File: src/rtl/rggen_rtl_pkg.sv
// Shared helpers for the register bit-field library: field bit positions and
// the width of the per-cycle event increment.
package rggen_rtl_pkg;

    // Count occupies the low bits of the field.
    function automatic int unsigned count_lsb();
        return 0;
    endfunction

    // Sticky overflow flag sits directly above the count.
    function automatic int unsigned overflow_bit(input int unsigned count_width);
        return count_width;
    endfunction

    // Bits needed to hold the number of asserted bits in an event vector.
    function automatic int unsigned popcount_width(input int unsigned event_width);
        return $clog2(event_width + 1);
    endfunction

endpackage

File: src/rtl/rggen_bit_field_if.sv
// Register bit-field access bundle between the register block decoder and a
// single field implementation.
interface rggen_bit_field_if #(
    parameter int unsigned WIDTH = 9
);
    logic             read_valid;
    logic             write_valid;
    logic [WIDTH-1:0] mask;
    logic [WIDTH-1:0] write_data;
    logic [WIDTH-1:0] read_data;
    logic [WIDTH-1:0] value;

    modport master (
        output read_valid,
        output write_valid,
        output mask,
        output write_data,
        input  read_data,
        input  value
    );

    modport bit_field (
        input  read_valid,
        input  write_valid,
        input  mask,
        input  write_data,
        output read_data,
        output value
    );
endinterface

File: src/rtl/rggen_saturating_counter.sv
// Saturating up-counter: optional clear of the base, then add a multi-bit
// increment; results past all-ones pin the count and flag saturation.
module rggen_saturating_counter #(
    parameter int unsigned COUNT_WIDTH = 8,
    parameter int unsigned INC_WIDTH   = 1
)(
    input  logic                   i_clk,
    input  logic                   i_rst,
    input  logic                   clear,
    input  logic [INC_WIDTH-1:0]   inc,
    output logic [COUNT_WIDTH-1:0] count,
    output logic [COUNT_WIDTH-1:0] next_count,
    output logic                   saturated
);

    // Wide enough for both operands plus a carry, even when INC_WIDTH > COUNT_WIDTH.
    localparam int unsigned SUM_WIDTH =
        ((COUNT_WIDTH > INC_WIDTH) ? COUNT_WIDTH : INC_WIDTH) + 1;

    logic [COUNT_WIDTH-1:0] base;
    logic [SUM_WIDTH-1:0]   sum;

    // Clear zeroes the base so same-cycle events land in the post-clear value.
    always_comb begin
        base       = clear ? '0 : count;
        sum        = SUM_WIDTH'(base) + SUM_WIDTH'(inc);
        saturated  = |sum[SUM_WIDTH-1:COUNT_WIDTH];
        next_count = saturated ? '1 : sum[COUNT_WIDTH-1:0];
    end

    // Count register.
    always_ff @(posedge i_clk or posedge i_rst) begin
        if (i_rst) begin
            count <= '0;
        end else begin
            count <= next_count;
        end
    end

endmodule

File: src/rtl/rggen_bit_field_event_counter.sv
// Event counter bit field: counts user event pulses, exposes {overflow, count}
// to software with read-clear and write-1-to-clear, plus a threshold flag.
module rggen_bit_field_event_counter
    import rggen_rtl_pkg::*;
#(
    parameter int unsigned     COUNT_WIDTH = 8,
    parameter int unsigned     EVENT_WIDTH = 1,
    parameter longint unsigned THRESHOLD   = (64'd1 << COUNT_WIDTH) - 64'd1,
    parameter bit              READ_CLEAR  = 1'b1
)(
    input  logic                   i_clk,
    input  logic                   i_rst,
    rggen_bit_field_if.bit_field   bit_field_if,
    input  logic [EVENT_WIDTH-1:0] i_event,
    input  logic                   i_clear,
    output logic [COUNT_WIDTH-1:0] o_count,
    output logic                   o_overflow,
    output logic                   o_threshold
);

    localparam int unsigned INC_WIDTH    = popcount_width(EVENT_WIDTH);
    localparam int unsigned COUNT_POS    = count_lsb();
    localparam int unsigned OVERFLOW_POS = overflow_bit(COUNT_WIDTH);

    logic [INC_WIDTH-1:0]   inc;
    logic [COUNT_WIDTH-1:0] count_mask;
    logic [COUNT_WIDTH-1:0] count_wdata;
    logic                   rd_clr;
    logic                   wr_clr_cnt;
    logic                   wr_clr_ovf;
    logic                   clear_count;
    logic                   clear_ovf;
    logic [COUNT_WIDTH-1:0] count;
    logic [COUNT_WIDTH-1:0] next_count;
    logic                   saturated;
    logic                   overflow;
    logic                   threshold;

    // Number of event bits asserted this cycle.
    always_comb begin
        inc = '0;
        for (int unsigned i = 0; i < EVENT_WIDTH; i++) begin
            inc = inc + INC_WIDTH'(i_event[i]);
        end
    end

    // Software and hardware clear decode.
    always_comb begin
        count_mask  = bit_field_if.mask[COUNT_POS +: COUNT_WIDTH];
        count_wdata = bit_field_if.write_data[COUNT_POS +: COUNT_WIDTH];
        rd_clr      = READ_CLEAR && bit_field_if.read_valid && (|bit_field_if.mask);
        wr_clr_cnt  = bit_field_if.write_valid && (|count_mask)
                      && ((count_wdata & count_mask) == count_mask);
        wr_clr_ovf  = bit_field_if.write_valid && bit_field_if.mask[OVERFLOW_POS]
                      && bit_field_if.write_data[OVERFLOW_POS];
        clear_count = i_clear || rd_clr || wr_clr_cnt;
        clear_ovf   = i_clear || rd_clr || wr_clr_ovf;
    end

    rggen_saturating_counter #(
        .COUNT_WIDTH (COUNT_WIDTH),
        .INC_WIDTH   (INC_WIDTH)
    ) u_counter (
        .i_clk      (i_clk),
        .i_rst      (i_rst),
        .clear      (clear_count),
        .inc        (inc),
        .count      (count),
        .next_count (next_count),
        .saturated  (saturated)
    );

    // Sticky overflow; saturation wins over a same-cycle clear.
    always_ff @(posedge i_clk or posedge i_rst) begin
        if (i_rst) begin
            overflow <= 1'b0;
        end else if (saturated) begin
            overflow <= 1'b1;
        end else if (clear_ovf) begin
            overflow <= 1'b0;
        end
    end

    // Threshold flag tracks the value the count register is about to take.
    always_ff @(posedge i_clk or posedge i_rst) begin
        if (i_rst) begin
            threshold <= 1'b0;
        end else begin
            threshold <= (64'(next_count) >= THRESHOLD);
        end
    end

    assign bit_field_if.read_data = {overflow, count};
    assign bit_field_if.value     = {overflow, count};
    assign o_count                = count;
    assign o_overflow             = overflow;
    assign o_threshold            = threshold;

endmodule

File: src/flat_wrapper.sv
// flat-port wrapper written by rule: the top's interface ports become plain ports
module rggen_bit_field_event_counter_flat import rggen_rtl_pkg::*;
#(
    parameter int unsigned     COUNT_WIDTH = 8,
    parameter int unsigned     EVENT_WIDTH = 1,
    parameter longint unsigned THRESHOLD   = (64'd1 << COUNT_WIDTH) - 64'd1,
    parameter bit              READ_CLEAR  = 1'b1
)
  (i_clk, i_rst, i_event, i_clear, o_count, o_overflow, o_threshold, bit_field_if_read_valid, bit_field_if_write_valid, bit_field_if_mask, bit_field_if_write_data, bit_field_if_read_data, bit_field_if_value);
  rggen_bit_field_if #(.WIDTH(9)) bit_field_if_i ();
  input  logic i_clk;
  input  logic i_rst;
  input  logic [EVENT_WIDTH-1:0] i_event;
  input  logic i_clear;
  output logic [COUNT_WIDTH-1:0] o_count;
  output logic o_overflow;
  output logic o_threshold;
  input wire logic [$bits(bit_field_if_i.read_valid)-1:0] bit_field_if_read_valid;
  input wire logic [$bits(bit_field_if_i.write_valid)-1:0] bit_field_if_write_valid;
  input wire logic [$bits(bit_field_if_i.mask)-1:0] bit_field_if_mask;
  input wire logic [$bits(bit_field_if_i.write_data)-1:0] bit_field_if_write_data;
  output wire logic [$bits(bit_field_if_i.read_data)-1:0] bit_field_if_read_data;
  output wire logic [$bits(bit_field_if_i.value)-1:0] bit_field_if_value;
  assign bit_field_if_i.read_valid = bit_field_if_read_valid;
  assign bit_field_if_i.write_valid = bit_field_if_write_valid;
  assign bit_field_if_i.mask = bit_field_if_mask;
  assign bit_field_if_i.write_data = bit_field_if_write_data;
  assign bit_field_if_read_data = bit_field_if_i.read_data;
  assign bit_field_if_value = bit_field_if_i.value;
  rggen_bit_field_event_counter #(.COUNT_WIDTH(COUNT_WIDTH), .EVENT_WIDTH(EVENT_WIDTH), .THRESHOLD(THRESHOLD), .READ_CLEAR(READ_CLEAR)) u_core (.i_clk(i_clk), .i_rst(i_rst), .bit_field_if(bit_field_if_i), .i_event(i_event), .i_clear(i_clear), .o_count(o_count), .o_overflow(o_overflow), .o_threshold(o_threshold));
endmodule
File: config.mk
export PLATFORM = sky130hd
export DESIGN_NAME = rggen_bit_field_event_counter_flat
export DESIGN_NICKNAME = d
export VERILOG_FILES = /design/src/rtl/rggen_rtl_pkg.sv /design/src/rtl/rggen_bit_field_if.sv /design/src/rtl/rggen_saturating_counter.sv /design/src/rtl/rggen_bit_field_event_counter.sv /design/src/flat_wrapper.sv
export SDC_FILE = /design/constraint.sdc
export NUM_CORES = 1
export LEC_CHECK = 0
export BUFFER_PORTS_ARGS = -buffer_cell sky130_fd_sc_hd__buf_2
export CAP_MARGIN = 40
export CELL_PAD_IN_SITES_DETAIL_PLACEMENT = 1
export CELL_PAD_IN_SITES_GLOBAL_PLACEMENT = 2
export CORE_ASPECT_RATIO = 0.8
export CORE_MARGIN = 2
export CORE_UTILIZATION = 22
export DETAILED_ROUTE_END_ITERATION = 8
export GPL_TIMING_DRIVEN = 1
export PLACE_DENSITY = 0.87
export SYNTH_ARGS = -nofsm -noshare
export SYNTH_HDL_FRONTEND = slang
export SYNTH_SLANG_ARGS = --single-unit
File: constraint.sdc
create_clock -name i_clk -period 3 [get_ports i_clk]
set_input_delay 0.45 -clock i_clk [delete_from_list [all_inputs] [get_ports i_clk]]
set_output_delay 0.45 -clock i_clk [all_outputs]
set_load 0.05 [all_outputs]
==> After elaboration in Yosys (flattened, before gate mapping) <==
Index checks and enable logic that the tools add are counted.
{ "totals": {"output_inout_bits": 28, "regBits": 10, "wordCells": 22, "inputBits": 24} }
{ "classes": {"n_addsub": 1, "magnitude_cmp": 1, "muxes": 4, "bitwise_logic": 1, "n_eq_ne": 1, "n_reduce_logical": 11} }
{ "ops": {"columns": ["operator", "count"], "rows": [
  ["8-bit two-way mux", 2],
  ["8-bit by 1-bit adder with 9-bit output", 1],
  ["9-bit OR reduction", 1],
  ["8-bit bitwise AND", 1],
  ["8-bit == test", 1],
  ["8-bit greater-or-equal comparator (second input constant)", 1],
  ["8-bit OR reduction", 1],
  ["1-bit logical AND", 5],
  ["1-bit logical OR", 3],
  ["1-bit two-way mux", 2],
  ["2-bit nonzero test", 1]
]} }

==> Depth between registers and ports, before layout <==
Gate-level depths: netlist (run 1).
{ "depth": {"ltp_word": 8, "depth_mapped": 15, "depth_no_buf": 13} }

==> By module <==
From an unflattened synthesis (run 1), not the netlist that was laid out.
{ "hier_totals": {"cells_unflattened": 95, "area_unflattened_um2": 782.0} }
{ "modules_own_cells": {"columns": ["module", "area_per_inst_um2", "cells_each", "instances", "seq_area_each_um2"], "rows": [
  ["rggen_saturating_counter", 452.9, 47, 1, 200.2],
  ["rggen_bit_field_event_counter", 329.1, 48, 1, 50.0]
]} }

==> Worst setup path after synthesis (run 1) <==
OpenSTA, ideal clock, no wires.
{ "synth_timing": {"path_kind": "input-to-reg", "start": "input bit_field_if_mask[0]", "end": "register u_core.threshold, in the netlist u_core.o_threshold", "path_stages": 13, "setup_ns": 0.094, "n_path_buf": 2, "required_time_ns": 2.906, "setup_slack_ns": -0.421, "arrival_ns": 3.328, "path_cell_list": "or4_4 > o32a_1 > nor2_1 > and2_1 > ha_1 > ha_1 > clkbuf_1 > and3_1 > nand2_1 > or2_1 > clkbuf_1 > or2_1 > a221oi_2"} }
{ "synth_via": {"elab_chain_cells": 8, "elab_cells_between_ends": 13, "cone_classes": "add/sub: 1; order compare: 1; eq/ne: 1; mux: 2; bitwise: 1; reduce/logical: 7"} }
{ "synth_lines": {"columns": ["element", "line_no", "text"], "rows": [
  ["start, declared", "flat_wrapper.sv:20", "input wire logic [$bits(bit_field_if_i.mask)-1:0] bit_field_if_mask;"],
  ["8-bit bitwise AND, or another cell as far along", "rggen_bit_field_event_counter.sv:53", "&& ((count_wdata & count_mask) == count_mask);"],
  ["8-bit == test, or another cell as far along", "rggen_bit_field_event_counter.sv:53", null],
  ["1-bit logical AND or 1-bit logical OR (tied branches)", "rggen_bit_field_event_counter.sv:53, rggen_bit_field_event_counter.sv:56", null],
  ["1-bit logical OR (*)", "rggen_bit_field_event_counter.sv:56", "clear_count = i_clear || rd_clr || wr_clr_cnt;"],
  ["8-bit two-way mux (*)", "rggen_saturating_counter.sv:25", "base = clear ? '0 : count;"],
  ["8-bit by 1-bit adder with 9-bit output (*)", "rggen_saturating_counter.sv:26", "sum = SUM_WIDTH'(base) + SUM_WIDTH'(inc);"],
  ["8-bit two-way mux (*)", "rggen_saturating_counter.sv:28", "next_count = saturated ? '1 : sum[COUNT_WIDTH-1:0];"],
  ["8-bit greater-or-equal comparator (*)", "rggen_bit_field_event_counter.sv:89", "threshold <= (64'(next_count) >= THRESHOLD);"],
  ["end signal, assigned", "rggen_bit_field_event_counter.sv:89", null],
  ["end, declared", "rggen_bit_field_event_counter.sv:37", "logic threshold;"]
]} }
Every way passes the cells marked *; elsewhere a longest branch is shown, timed or not.
A chain may end at the register's enable or synchronous reset.

==> Final worst setup path (run 1) <==
Same ends and word-level chain as after synthesis.

==> results of run 1 <==
[layout by cell type (no fill, tap or decap)]
| master | n |
|---|---|
| xor2_1 | 2 |
| a21oi_1 | 6 |
| nand2_2 | 1 |
| o21ai_0 | 1 |
| dfrtp_1 | 10 |
| o32a_1 | 1 |
| inv_1 | 6 |
| o2111ai_1 | 1 |
| nand4_1 | 1 |
| ha_4 | 2 |
| o41ai_2 | 1 |
| a211oi_2 | 1 |
| and2_4 | 2 |
| o21ai_1 | 2 |
| o2bb2ai_1 | 1 |
| nand3_1 | 9 |
| clkbuf_8 | 4 |
| nor2_2 | 2 |
| nor4_1 | 1 |
| o221ai_1 | 1 |
| buf_4 | 12 |
| nor2_1 | 8 |
| or2b_1 | 3 |
| o211a_1 | 1 |
| nand2_1 | 5 |
| nand4b_1 | 1 |
| o32ai_2 | 1 |
| a221oi_2 | 1 |
| or2_1 | 2 |
| nand2b_1 | 4 |
| or4_4 | 2 |
| nor3_1 | 3 |
| buf_2 | 51 |
| and3_4 | 1 |
| o22ai_1 | 1 |
| a31oi_1 | 1 |
| o21a_1 | 2 |
| or2_2 | 1 |
[cell usage after synthesis (3+ instances only)]
master,n
buf_4,18
inv_1,6
a21oi_1,6
nor3_1,3
nand3_1,9
nor2_1,10
dfrtp_1,10
nand2b_1,4
or2b_1,3
nand2_1,6
clkbuf_1,4
[logic make-up (layout without fill, tap and decap cells)]
group                      after synthesis  after routing
and+or+nand+nor                         46             46
buffers and inverters                   28             73
AOI/OAI and AO/OA                       22             22
DFF                                     10             10
adders and majority gates                2              2
xor gates and xnor gates                 2              2
[worst register-to-register path, cell delays in order, from the launching register on]
cell and delay [ps]:
dfrtp_1 400, and2_4 170, ha_4 140, ha_4 120, and3_4 200, nand2_2 60
or2_1 240, or2_1 240, a221oi_2 250
[repair_timing]
action / CTS / global route
buffers inserted: 0 / 2
endpoints found under the setup margin: 0 / 2
gates resized for setup: 0 / 5
[state kept, by name, summed over array words and instances, names as in the netlist]
signal,flops
u_core.u_counter.count,8
u_core.o_threshold,1
u_core.o_overflow,1
[worst paths after layout]
check / from / endpoint
max in group asynchronous: i_rst / u_core.u_counter.count[5]
worst min register to register: u_core.o_overflow / u_core.o_overflow
worst min-delay path: i_rst / u_core.o_threshold
min in group i_clk: i_event / u_core.u_counter.count[0]
worst max-delay path: bit_field_if_mask[0] / u_core.o_threshold
worst max register to register: u_core.u_counter.count[0] / u_core.o_threshold
[layer usage]
layer,GRT usage,part of all wire,up-vias
met5,0,0,-
met4,0.0351,0.012,0
met3,0.0365,0.052,5
met2,0.273,0.53,29
met1,0.173,0.41,460
li1,-,-,458
[power by group]
group | switching (mW) | internal, mW
clock network | 0.0589 | 0.116
logic | 0.0504 | 0.0303
registers | 0.00327 | 0.137
total | 0.113 | 0.283
[area by class of cell]
cell class	count	area share
multi-input combinational	72	0.409
timing repair buffer	63	0.275
sequential	10	0.199
tap	55	0.0548
clock buffer	4	0.0439
inverter	6	0.0179
[per-stage QoR]
stage                     setup TNS [ps]  worst slack [ps]
final                                  0               102
after global routing                   0              5.86
after CTS                              0              67.4
after detailed placement            -509              -197
after global placement             -46.1             -46.1
after floorplan                     -457              -222
==> key figures, run 1 <==
Setup path
  • Largest stage delay, worst path: 550 ps
  • Worst path slowest cell: or4_4
  • Worst-path maximum fanout: 3
  • Number of buffer and inverter instances along the worst setup path: 2
  • Reg-to-reg setup timing slack: 1090 ps
  • CP Depth: 12
  • Class of the most critical setup path: input port to register
  • Cells traversed along the worst timing path: buf_2 > or4_4 > o32a_1 > nor2_2 > buf_4 > and2_4 > ha_4 > and3_4 > nand2_2 > or2_1 > or2_1 > a221oi_2
  • Element type at the critical path end: register
  • Data arrival at the endpoint of the critical path: 3050 ps
  • Worst Path Required: 3150 ps
  • Family of cells with the greatest summed delay on the critical path: simple AND/OR/NAND/NOR gates
  • Crit path top cell by count: or2_1
  • Startpoint type of the worst setup path: input port
  • Worst reg-to-reg path cell count: 8

Pwr
  • Power per Cell Area: 315 mW/mm^2
  • Post-layout power: 396 uW
  • Leak: 0.623 nW
  • Peak VDD IR: 0.000109 V

Floorplanning
  • Die footprint: 0.00459 sq mm
  • Floorplan row count: 20
  • Die Y-Extent: 61.0 um
  • Area inside the core boundary: 0.00385 sq mm
  • Starting density of the core: 0.232
  • I/O pin total: 52
  • Die boundary width: 75.2 um

Clock tree
  • TritonCTS Buffers: 3
  • Clock-pin slew on the worst setup and hold paths: 50 ps
  • Later-pin clock latency in the skew report: 240 ps
  • Number of clock sinks: 10
  • Cell at the root of the clock tree: clkbuf_8
  • Total of hold buffers inserted after clock tree synthesis: 0
  • TritonCTS clock tree: built
  • H-tree levels: 1
  • Number of buffers between clock root and the deepest sink: 2

Cells and area
  • Fraction of final layout cells with drive strength greater than 1: 0.529
  • Filler cell count: 503
  • Number of antenna cells inserted: 0
  • Synth-to-layout area growth: 40.5%
  • Combined flip-flop and latch cell area: 250 sq um
  • Area taken by multi-input logic gates: 513 sq um
  • Filler-free cell count of the finished design: 210
  • Finished Core Util: 0.326
  • Post-route design area: 0.00125 sq mm
  • Number of nets in the layout: 182

Global route
  • Number of global-route vias before repair: 1,008
  • Number of antenna violations at the first check in global routing: 0
  • Maximum number of pins on one net before global-route repair: 12
  • Total congestion overflow after global routing: 0
  • Gr usage total: 0.148
  • Wire length of the first global-routing pass: 4.95 mm

Synth
  • Area share of xor/xnor cells in the synthesized design: 0.0196
  • Proportion of synthesized area in mux cells: 0
  • Area leader, netlist: dfrtp_1
  • Cell types with the largest area share after synthesis: dfrtp_1 (28%), buf_4 (15%), nand3_1 (5.0%), nor2_1 (4.2%), a21oi_1 (3.4%)
  • Post-synth ARST share: 1.00
  • Syn Nets: 136
  • Share of the synthesized area in compound gates (AO/OA/AOI/OAI): 0.200
  • Combinational family with the most area after synthesis: simple AND/OR/NAND/NOR gates
  • Ys flop type: dfrtp_1
  • Proportion of netlist area held by the largest area contributor: 0.280
  • Post-synthesis instance area: 893 sq um
  • Mapped Cells: 110
  • Library cells used by synthesis: 35
  • Register area share after synthesis: 0.280
  • Area share of and/or/nand/nor cells after synthesis: 0.279
  • Yosys reg bits: 10
  • Average cell area after synthesis: 8.12 sq um
  • Number of warnings issued by yosys: 0
  • Number of synthesized flops with an enable pin: 0
  • Adder-cell share of the synthesized area: 0.0280

Timing
  • Min Hold Slack: 194 ps
  • Shortest period the worst path allows: 2900 ps
  • Setup repair after global routing missed its margin: false
  • Fin Clk Skew: 3.37 ps
  • Final-report hold violation count: 0
  • Post-route fraction of the period consumed by the critical path: 0.966
  • Highest achievable clock rate: 0.345 GHz
  • Worst relative slew slack: 0.468
  • Least-Margin Pin Slew: 789 ps
  • Pins Over Slew Limit: 0
  • Final setup viols: 0

Route
  • Vias per std cell: 4.53
  • Total number of vias: 952
  • Post-route DRC violation count: 0
  • Avg WL per Cell: 14.7 um
  • Length of the first detailed-routing pass in iterations: 4
  • Iteration-0 DRC Markers: 62
  • Sum of routed wire length over all layers: 3.10 mm
  • Routed Antenna Nets: 0

Placement
  • Post-detailed-placement cell area: 0.00116 sq mm
  • Dpl hpwl: 2.53 mm
  • Count of input and output buffers: 51
  • Final RePlAce weighted congestion: 0.829
  • Placed Cells incl. Taps: 204

Min path
  • Type of the worst min-delay path: input port to asynchronous set/reset pin

Flow run
  • # Max-Cap Violations: 0

Status
  • Result of the run: complete, no violations
No activity file was read; power rests on OpenSTA's default activity.
==> run 2: changes to the inputs <==
ABC_AREA = 1   (was default)
CORE_UTILIZATION = 21   (was 22)
==> key figures, run 2 <==
Cells and area
  • Largest register by flop count: u_core.u_counter.count
  • Largest register FFs: 8 (unchanged)
  • Commonest non-fill, non-tap cell in the layout: buf_2
  • Finished Core Util: 0.280 (-0.0461)
  • Number of nets in the layout: 209 (+15%)
  • Most frequent cells in the layout: buf_2 (51), nand2_1 (37), inv_1 (27)
  • Synth-to-layout area growth: 25.3%
  • Fraction of final layout cells with drive strength greater than 1: 0.387 (-0.142)
  • Number of antenna cells inserted: 0 (unchanged)
  • Filler-free cell count of the finished design: 238 (+13%)

Route
  • Vias per std cell: 3.92 (-13%)
  • Iteration-0 DRC Markers: 32 (-48%)
  • Avg WL per Cell: 9.89 um (-33%)
  • Sum of routed wire length over all layers: 2.36 mm (-24%)
  • Post-route DRC violation count: 0 (unchanged)
  • Routed Antenna Nets: 0 (unchanged)
  • Length of the first detailed-routing pass in iterations: 4 (unchanged)
  • Total number of vias: 934 (-1.9%)

Timing
  • Worst relative slew slack: 0.714 (+0.245)
  • Least-Margin Pin Slew: 429 ps (-360 ps)
  • TNS Setup: 0 ps (unchanged)
  • Min Hold Slack: 202 ps (+8.34 ps)
  • Fin Clk Skew: 1.03 ps (-2.35 ps)
  • Pins Over Slew Limit: 0 (unchanged)
  • Final setup viols: 0 (unchanged)
  • Post-route fraction of the period consumed by the critical path: 0.783 (-0.183)
  • Setup repair after global routing missed its margin: false
  • Shortest period the worst path allows: 2350 ps (-550 ps)
  • Final-report hold violation count: 0 (unchanged)
  • Highest achievable clock rate: 0.426 GHz (+23%)

Setup path
  • RR Startpoint: u_core.u_counter.count[0]
  • Family of cells with the greatest summed delay on the critical path: simple AND/OR/NAND/NOR gates
  • Cells traversed along the worst timing path: buf_2 > nor2_1 > nand2_1 > nor2_2 > nand2_2 > nand2_1 > nand2_2 > nor2_4 > inv_1 > nor2_1 > ha_1 > ha_1 > nand2_1 > nor2_4 > nand3_4 > o21ai_0 > nand2_1 > inv_1 > nand2_1 > nor2_1
  • Data arrival at the endpoint of the critical path: 2520 ps (-530 ps)
  • Startpoint type of the worst setup path: input port
  • Reg-to-reg endpoint: u_core.o_threshold
  • Crit path top cell by count: nand2_1
  • Worst path slowest cell: ha_1
  • Worst Path Required: 3170 ps (+20 ps)
  • Reg-to-reg setup timing slack: 1210 ps (+120 ps)
  • Worst-path maximum fanout: 10 (+7)
  • Element type at the critical path end: register
  • Number of buffer and inverter instances along the worst setup path: 3 (+1)
  • Class of the most critical setup path: input port to register
  • Worst reg-to-reg path cell count: 12 (+4)
  • Largest stage delay, worst path: 190 ps (-360 ps)

Clock tree
  • Clock-pin slew on the worst setup and hold paths: 50 ps (about the same)
  • Setup Buffers After CTS: 0 (unchanged)
  • Cells resized by post-CTS repair: 0 (unchanged)
  • TritonCTS clock tree: built
  • Total of hold buffers inserted after clock tree synthesis: 0 (unchanged)
  • H-tree levels: 1 (unchanged)
  • Number of buffers between clock root and the deepest sink: 2 (unchanged)
  • Later-pin clock latency in the skew report: 230 ps (about the same)
  • TritonCTS Buffers: 3 (unchanged)
  • Number of clock sinks: 10 (unchanged)
  • Cell at the root of the clock tree: clkbuf_8

Floorplanning
  • Die boundary width: 79.2 um (+5.2%)
  • Die Y-Extent: 64.1 um (+5.2%)
  • Floorplan row count: 21 (+5.0%)
  • Die footprint: 0.00508 sq mm (+11%)
  • I/O pin total: 52 (unchanged)
  • Area inside the core boundary: 0.00426 sq mm (+10%)
  • Starting density of the core: 0.223 (-0.00871)

Placement
  • Dpl hpwl: 2.08 mm (-18%)
  • Count of input and output buffers: 51 (unchanged)
  • Placed Cells incl. Taps: 235 (+15%)
  • Final RePlAce weighted congestion: 0.791 (-4.5%)

Synth
  • Library cells used by synthesis: 18 (-49%)
  • Commonest cells post-synth: nand2_1 (37), inv_1 (27), buf_4 (18), nor2_1 (18), nand3_1 (11)
  • Cell types with the largest area share after synthesis: dfrtp_1 (26%), nand2_1 (15%), buf_4 (14%), inv_1 (11%), nor2_1 (7.1%)
  • Cell with the most instances after synthesis: nand2_1
  • Mapped Cells: 144 (+31%)
  • Register area share after synthesis: 0.264 (-0.0166)
  • Area leader, netlist: dfrtp_1
  • Syn Nets: 170 (+25%)
  • Post-synth ARST share: 1.00 (unchanged)
  • Post-synthesis instance area: 950 sq um (+6.3%)
  • Average cell area after synthesis: 6.59 sq um (-19%)
  • Ys flop type: dfrtp_1
  • Number of warnings issued by yosys: 0 (unchanged)
  • Proportion of netlist area held by the largest area contributor: 0.264 (-0.0166)
  • Yosys reg bits: 10 (unchanged)
  • Number of synthesized flops with an enable pin: 0 (unchanged)

Global route
  • Number of global-route vias before repair: 916 (-9.1%)
  • Gr usage total: 0.0996 (-0.0481)
  • Total congestion overflow after global routing: 0 (unchanged)
  • Met1 Usage GRT: 0.124 (-0.0490)
  • Wire length of the first global-routing pass: 3.97 mm (-20%)
  • Number of antenna violations at the first check in global routing: 0 (unchanged)
  • Fraction of met3 tracks used by global routing: 0.0297 (-0.00688)
  • Met2 Track Usage GR: 0.172 (-0.102)
  • Maximum number of pins on one net before global-route repair: 11 (-1)
  • Top Usage Layer GRT: met2

Pwr
  • Power per Cell Area: 299 mW/mm^2 (-5.2%)
  • Leak: 0.798 nW (+28%)
  • Peak VDD IR: 0.000118 V (+8.1%)
  • Post-layout power: 356 uW (-10%)

Flow run
  • # Max-Cap Violations: 0 (unchanged)

Status
  • Result of the run: complete, no violations

Min path
  • Type of the worst min-delay path: input port to asynchronous set/reset pin
-- run 2: where the power goes --
part,leakage (nW),switching [mW],internal [mW]
Combinational,0.639,0.0507,0.0249
Clock,0.0216,0.0529,0.0880
Sequential,0.137,0.00205,0.137
Total,0.798,0.106,0.250
-- run 2: stage by stage --
step           setup WS, ps  instance area [sq um]
6_report                652                   1190
5_1_grt                 311                   1190
4_1_cts                 620                   1190
3_5_place_dp            374                   1150
3_3_place_gp            395                   1150
2_1_floorplan           618                    950
-- run 2: cell families after synthesis --
family / after synthesis / share of synthesized area
AOI/OAI and AO/OA: 4 / 0.0277
buffers and inverters: 45 / 0.249
DFF: 10 / 0.264
and+or+nand+nor: 83 / 0.433
adders and majority gates: 2 / 0.0263
-- run 2: worst max-delay path by stage --
stage                               from            endpoint  cells past startpoint
floorplan           bit_field_if_mask[2]  u_core.o_threshold                     19
global placement    bit_field_if_mask[7]  u_core.o_threshold                     20
detailed placement  bit_field_if_mask[0]  u_core.o_threshold                     20
CTS                 bit_field_if_mask[7]  u_core.o_threshold                     20
global route        bit_field_if_mask[7]  u_core.o_threshold                     20
finish              bit_field_if_mask[7]  u_core.o_threshold                     20
-- run 2: area by class of cell --
type	count	area, sq um
Fill cell	563	3070
Tap cell	57	71.3
Clock buffer	3	41.3
Multi-Input combinational cell	89	463
Sequential cell	10	250
Inverter	27	101
Timing Repair Buffer	52	263
-- run 2: metal layers --
metal	part of all wire	wire length, um
met2	0.46	1090
met3	0.054	128
met5	0	0
met1	0.48	1140
met4	0	0
-- run 2: worst register-to-register path, stage by stage (launching register included) --
cell	delay [ps]
dfrtp_1	370
inv_1	50
nor2_1	100
ha_1	180
ha_1	190
nand2_1	120
nor2_4	180
nand3_4	150
o21ai_0	130
nand2_1	70
inv_1	60
nand2_1	50
nor2_1	80
==> run 3: changes to the inputs <==
CORE_UTILIZATION = 19   (was 21)
PLACE_DENSITY = 0.84   (was 0.87)
clock period = 2 ns   (was 3 ns; I/O delays follow)
==> key figures, run 3 (synthesized netlist as in run 2, its figures left out) <==
Status
  • Result of the run: finished, violations left
  • Violated checks: setup timing

Floorplanning
  • Die Y-Extent: 67.2 um (+4.8%)
  • Area inside the core boundary: 0.00471 sq mm (+11%)
  • Die footprint: 0.00558 sq mm (+9.9%)
  • Floorplan row count: 22 (+4.8%)
  • Die boundary width: 83.0 um (+4.9%)
  • I/O pin total: 52 (unchanged)
  • Starting density of the core: 0.202 (-0.0213)

Cells and area
  • Commonest non-fill, non-tap cell in the layout: buf_2
  • Number of antenna cells inserted: 0 (unchanged)
  • Filler cell count: 615 (+9.2%)
  • Number of nets in the layout: 226 (+8.1%)
  • Most frequent cells in the layout: buf_2 (45), nand2_1 (29), inv_1 (23)
  • Fraction of final layout cells with drive strength greater than 1: 0.561 (+0.174)
  • Synth-to-layout area growth: 55.2%
  • Largest register FFs: 8 (unchanged)
  • Largest register by flop count: u_core.u_counter.count

Placement
  • Dpl hpwl: 2.21 mm (+6.3%)
  • Final RePlAce weighted congestion: 0.749 (-5.3%)
  • Count of input and output buffers: 51 (unchanged)
  • Post-place setup slack: -442 ps (-817 ps)

Timing
  • Highest achievable clock rate: 0.485 GHz
  • Setup repair after global routing missed its margin: true
  • TNS Setup: -97.1 ps (-97.1 ps)
  • Shortest period the worst path allows: 2060 ps
  • Least-Margin Pin Slew: 430 ps (+1.13 ps)
  • Worst relative slew slack: 0.713 (-0.000752)
  • Post-route fraction of the period consumed by the critical path: 1.03
  • Final setup viols: 2 (+2)
  • Final-report hold violation count: 0 (unchanged)
  • Fin Clk Skew: 5.13 ps (+4.10 ps)
  • Worst setup slack after layout: -61.5 ps (-713 ps)
  • Pins Over Slew Limit: 0 (unchanged)

Clock tree
  • Cell at the root of the clock tree: clkbuf_8
  • Clock-pin slew on the worst setup and hold paths: 50 ps (about the same)
  • Number of clock sinks: 10 (unchanged)
  • Later-pin clock latency in the skew report: 240 ps (about the same)
  • TritonCTS Buffers: 3 (unchanged)
  • H-tree levels: 1 (unchanged)
  • Number of buffers between clock root and the deepest sink: 2 (unchanged)
  • TritonCTS clock tree: built

Route
  • Vias per std cell: 3.95 (+0.54%)
  • Total number of vias: 1,018 (+9.0%)
  • Avg WL per Cell: 11.3 um (+14%)
  • Length of the first detailed-routing pass in iterations: 4 (unchanged)
  • Routed Antenna Nets: 0 (unchanged)
  • Post-route DRC violation count: 0 (unchanged)
  • Sum of routed wire length over all layers: 2.91 mm (+23%)
  • Iteration-0 DRC Markers: 11 (-66%)

Flow run
  • # Max-Cap Violations: 0 (unchanged)

Global route
  • Total congestion overflow after global routing: 0 (unchanged)
  • Number of antenna violations at the first check in global routing: 0 (unchanged)
  • Maximum number of pins on one net before global-route repair: 11 (unchanged)
  • Gr usage total: 0.102 (+0.00208)
  • Wire length of the first global-routing pass: 4.54 mm (+14%)
  • Number of global-route vias before repair: 1,032 (+13%)

Min path
  • Type of the worst min-delay path: input port to asynchronous set/reset pin

Pwr
  • Net switching fraction of the power: 0.309 (+0.0116)
  • Peak VDD IR: 0.000211 V (+79%)
  • Seq pwr share: 0.363 (-0.029)
  • Post-layout power: 577 uW (+62%)
  • Internal power: 399 uW (+59%)
  • Clock network fraction of design power: 0.375 (-0.021)
  • Comb power frac: 0.262 (+0.050)
  • Leak: 0.907 nW (+14%)
  • Power per Cell Area: 391 mW/mm^2 (+31%)
  • Switching power of the nets: 178 uW (+68%)

Setup path
  • Element type at the critical path end: register
  • Startpoint type of the worst setup path: input port
  • Class of the most critical setup path: input port to register
  • Worst Path Required: 2180 ps (-990 ps)
  • Data arrival at the endpoint of the critical path: 2240 ps (-280 ps)
  • Worst-path maximum fanout: 7 (-3)
run 3: changes by cell type in the layout (fill, tap and decap cells not counted), moves of 4 or more:
cell | before | now
nor2_1 | 18 | 10
nand2_1 | 37 | 29
buf_6 | 0 | 8
inv_1 | 27 | 23
buf_4 | 1 | 15
inv_2 | 0 | 4
nand2_2 | 3 | 10
buf_2 | 51 | 45
nor2_4 | 2 | 8
run 3: power by group through the flow:
stage / sequential (mW) / combinational (mW) / clock, mW
after floorplan: 0.223 / 0.0709 / 0
after global placement: 0.212 / 0.132 / 0
after detailed placement: 0.213 / 0.134 / 0
after CTS: 0.210 / 0.140 / 0.220
after global routing: 0.210 / 0.164 / 0.231
final: 0.209 / 0.151 / 0.216
run 3: layer usage:
metal / routed length (um) / track usage / up-vias / share of wire
met2: 1400 / 0.171 / 28 / 0.48
met1: 1360 / 0.135 / 467 / 0.47
met3: 135 / 0.0134 / 2 / 0.046
li1: - / - / 521 / -
met4: 9 / 0.0369 / 0 / 0.0031
met5: 0 / 0 / - / 0
run 3: timing repair:
| item | CTS | global route |
|---|---|---|
| hold buffers | 0 | 0 |
| buffers inserted | 2 | 6 |
| gates resized for setup | 10 | 23 |
| setup endpoints to repair | 5 | 10 |
| pin swaps | 9 | 8 |
run 3: through the flow:
stage	util	hold slack (ps)	instances	instance area, sq um
2_1_floorplan	-	140	144	985
3_3_place_gp	0.268	316	248	1260
3_5_place_dp	0.268	322	248	1260
4_1_cts	0.288	65.7	252	1360
5_1_grt	0.313	95.0	258	1470
6_report	0.313	48.0	258	1470
run 3: area by class of cell:
type | count | area (sq um) | share of cell area
Clock buffer | 3 | 41.3 | 0.0280
Inverter | 27 | 101 | 0.0688
Multi-Input combinational cell | 89 | 563 | 0.382
Sequential cell | 10 | 250 | 0.170
Tap cell | 60 | 75.1 | 0.0509
Timing Repair Buffer | 69 | 443 | 0.301
run 3: worst max-delay path, stage by stage:
cell and delay, ps:
buf_6 100, nor2_4 90, nand2_2 80, nor2_4 130
nand2_2 70, nand2_2 60, nand2_2 60, nor2_4 90
inv_2 50, nor2_2 70, ha_2 220, ha_4 160
nand2_4 60, nor2_4 140, nand3_4 140, buf_4 170
buf_6 100, buf_4 110, nand2_1 40
run 3: worst paths after layout:
path | start | end | slack [ps] | cells after the start
worst max-delay path | bit_field_if_mask[2] | u_core.o_overflow | -60 | 19
worst min-delay path | i_rst | u_core.u_counter.count[0] | 50 | 2
worst max register to register | u_core.u_counter.count[0] | u_core.o_overflow | 260 | 11
worst min register to register | u_core.o_overflow | u_core.o_overflow | 540 | 2
max in group asynchronous | i_rst | u_core.u_counter.count[4] | 1650 | 2
min in group i_clk | bit_field_if_write_data[8] | u_core.o_overflow | 370 | 4
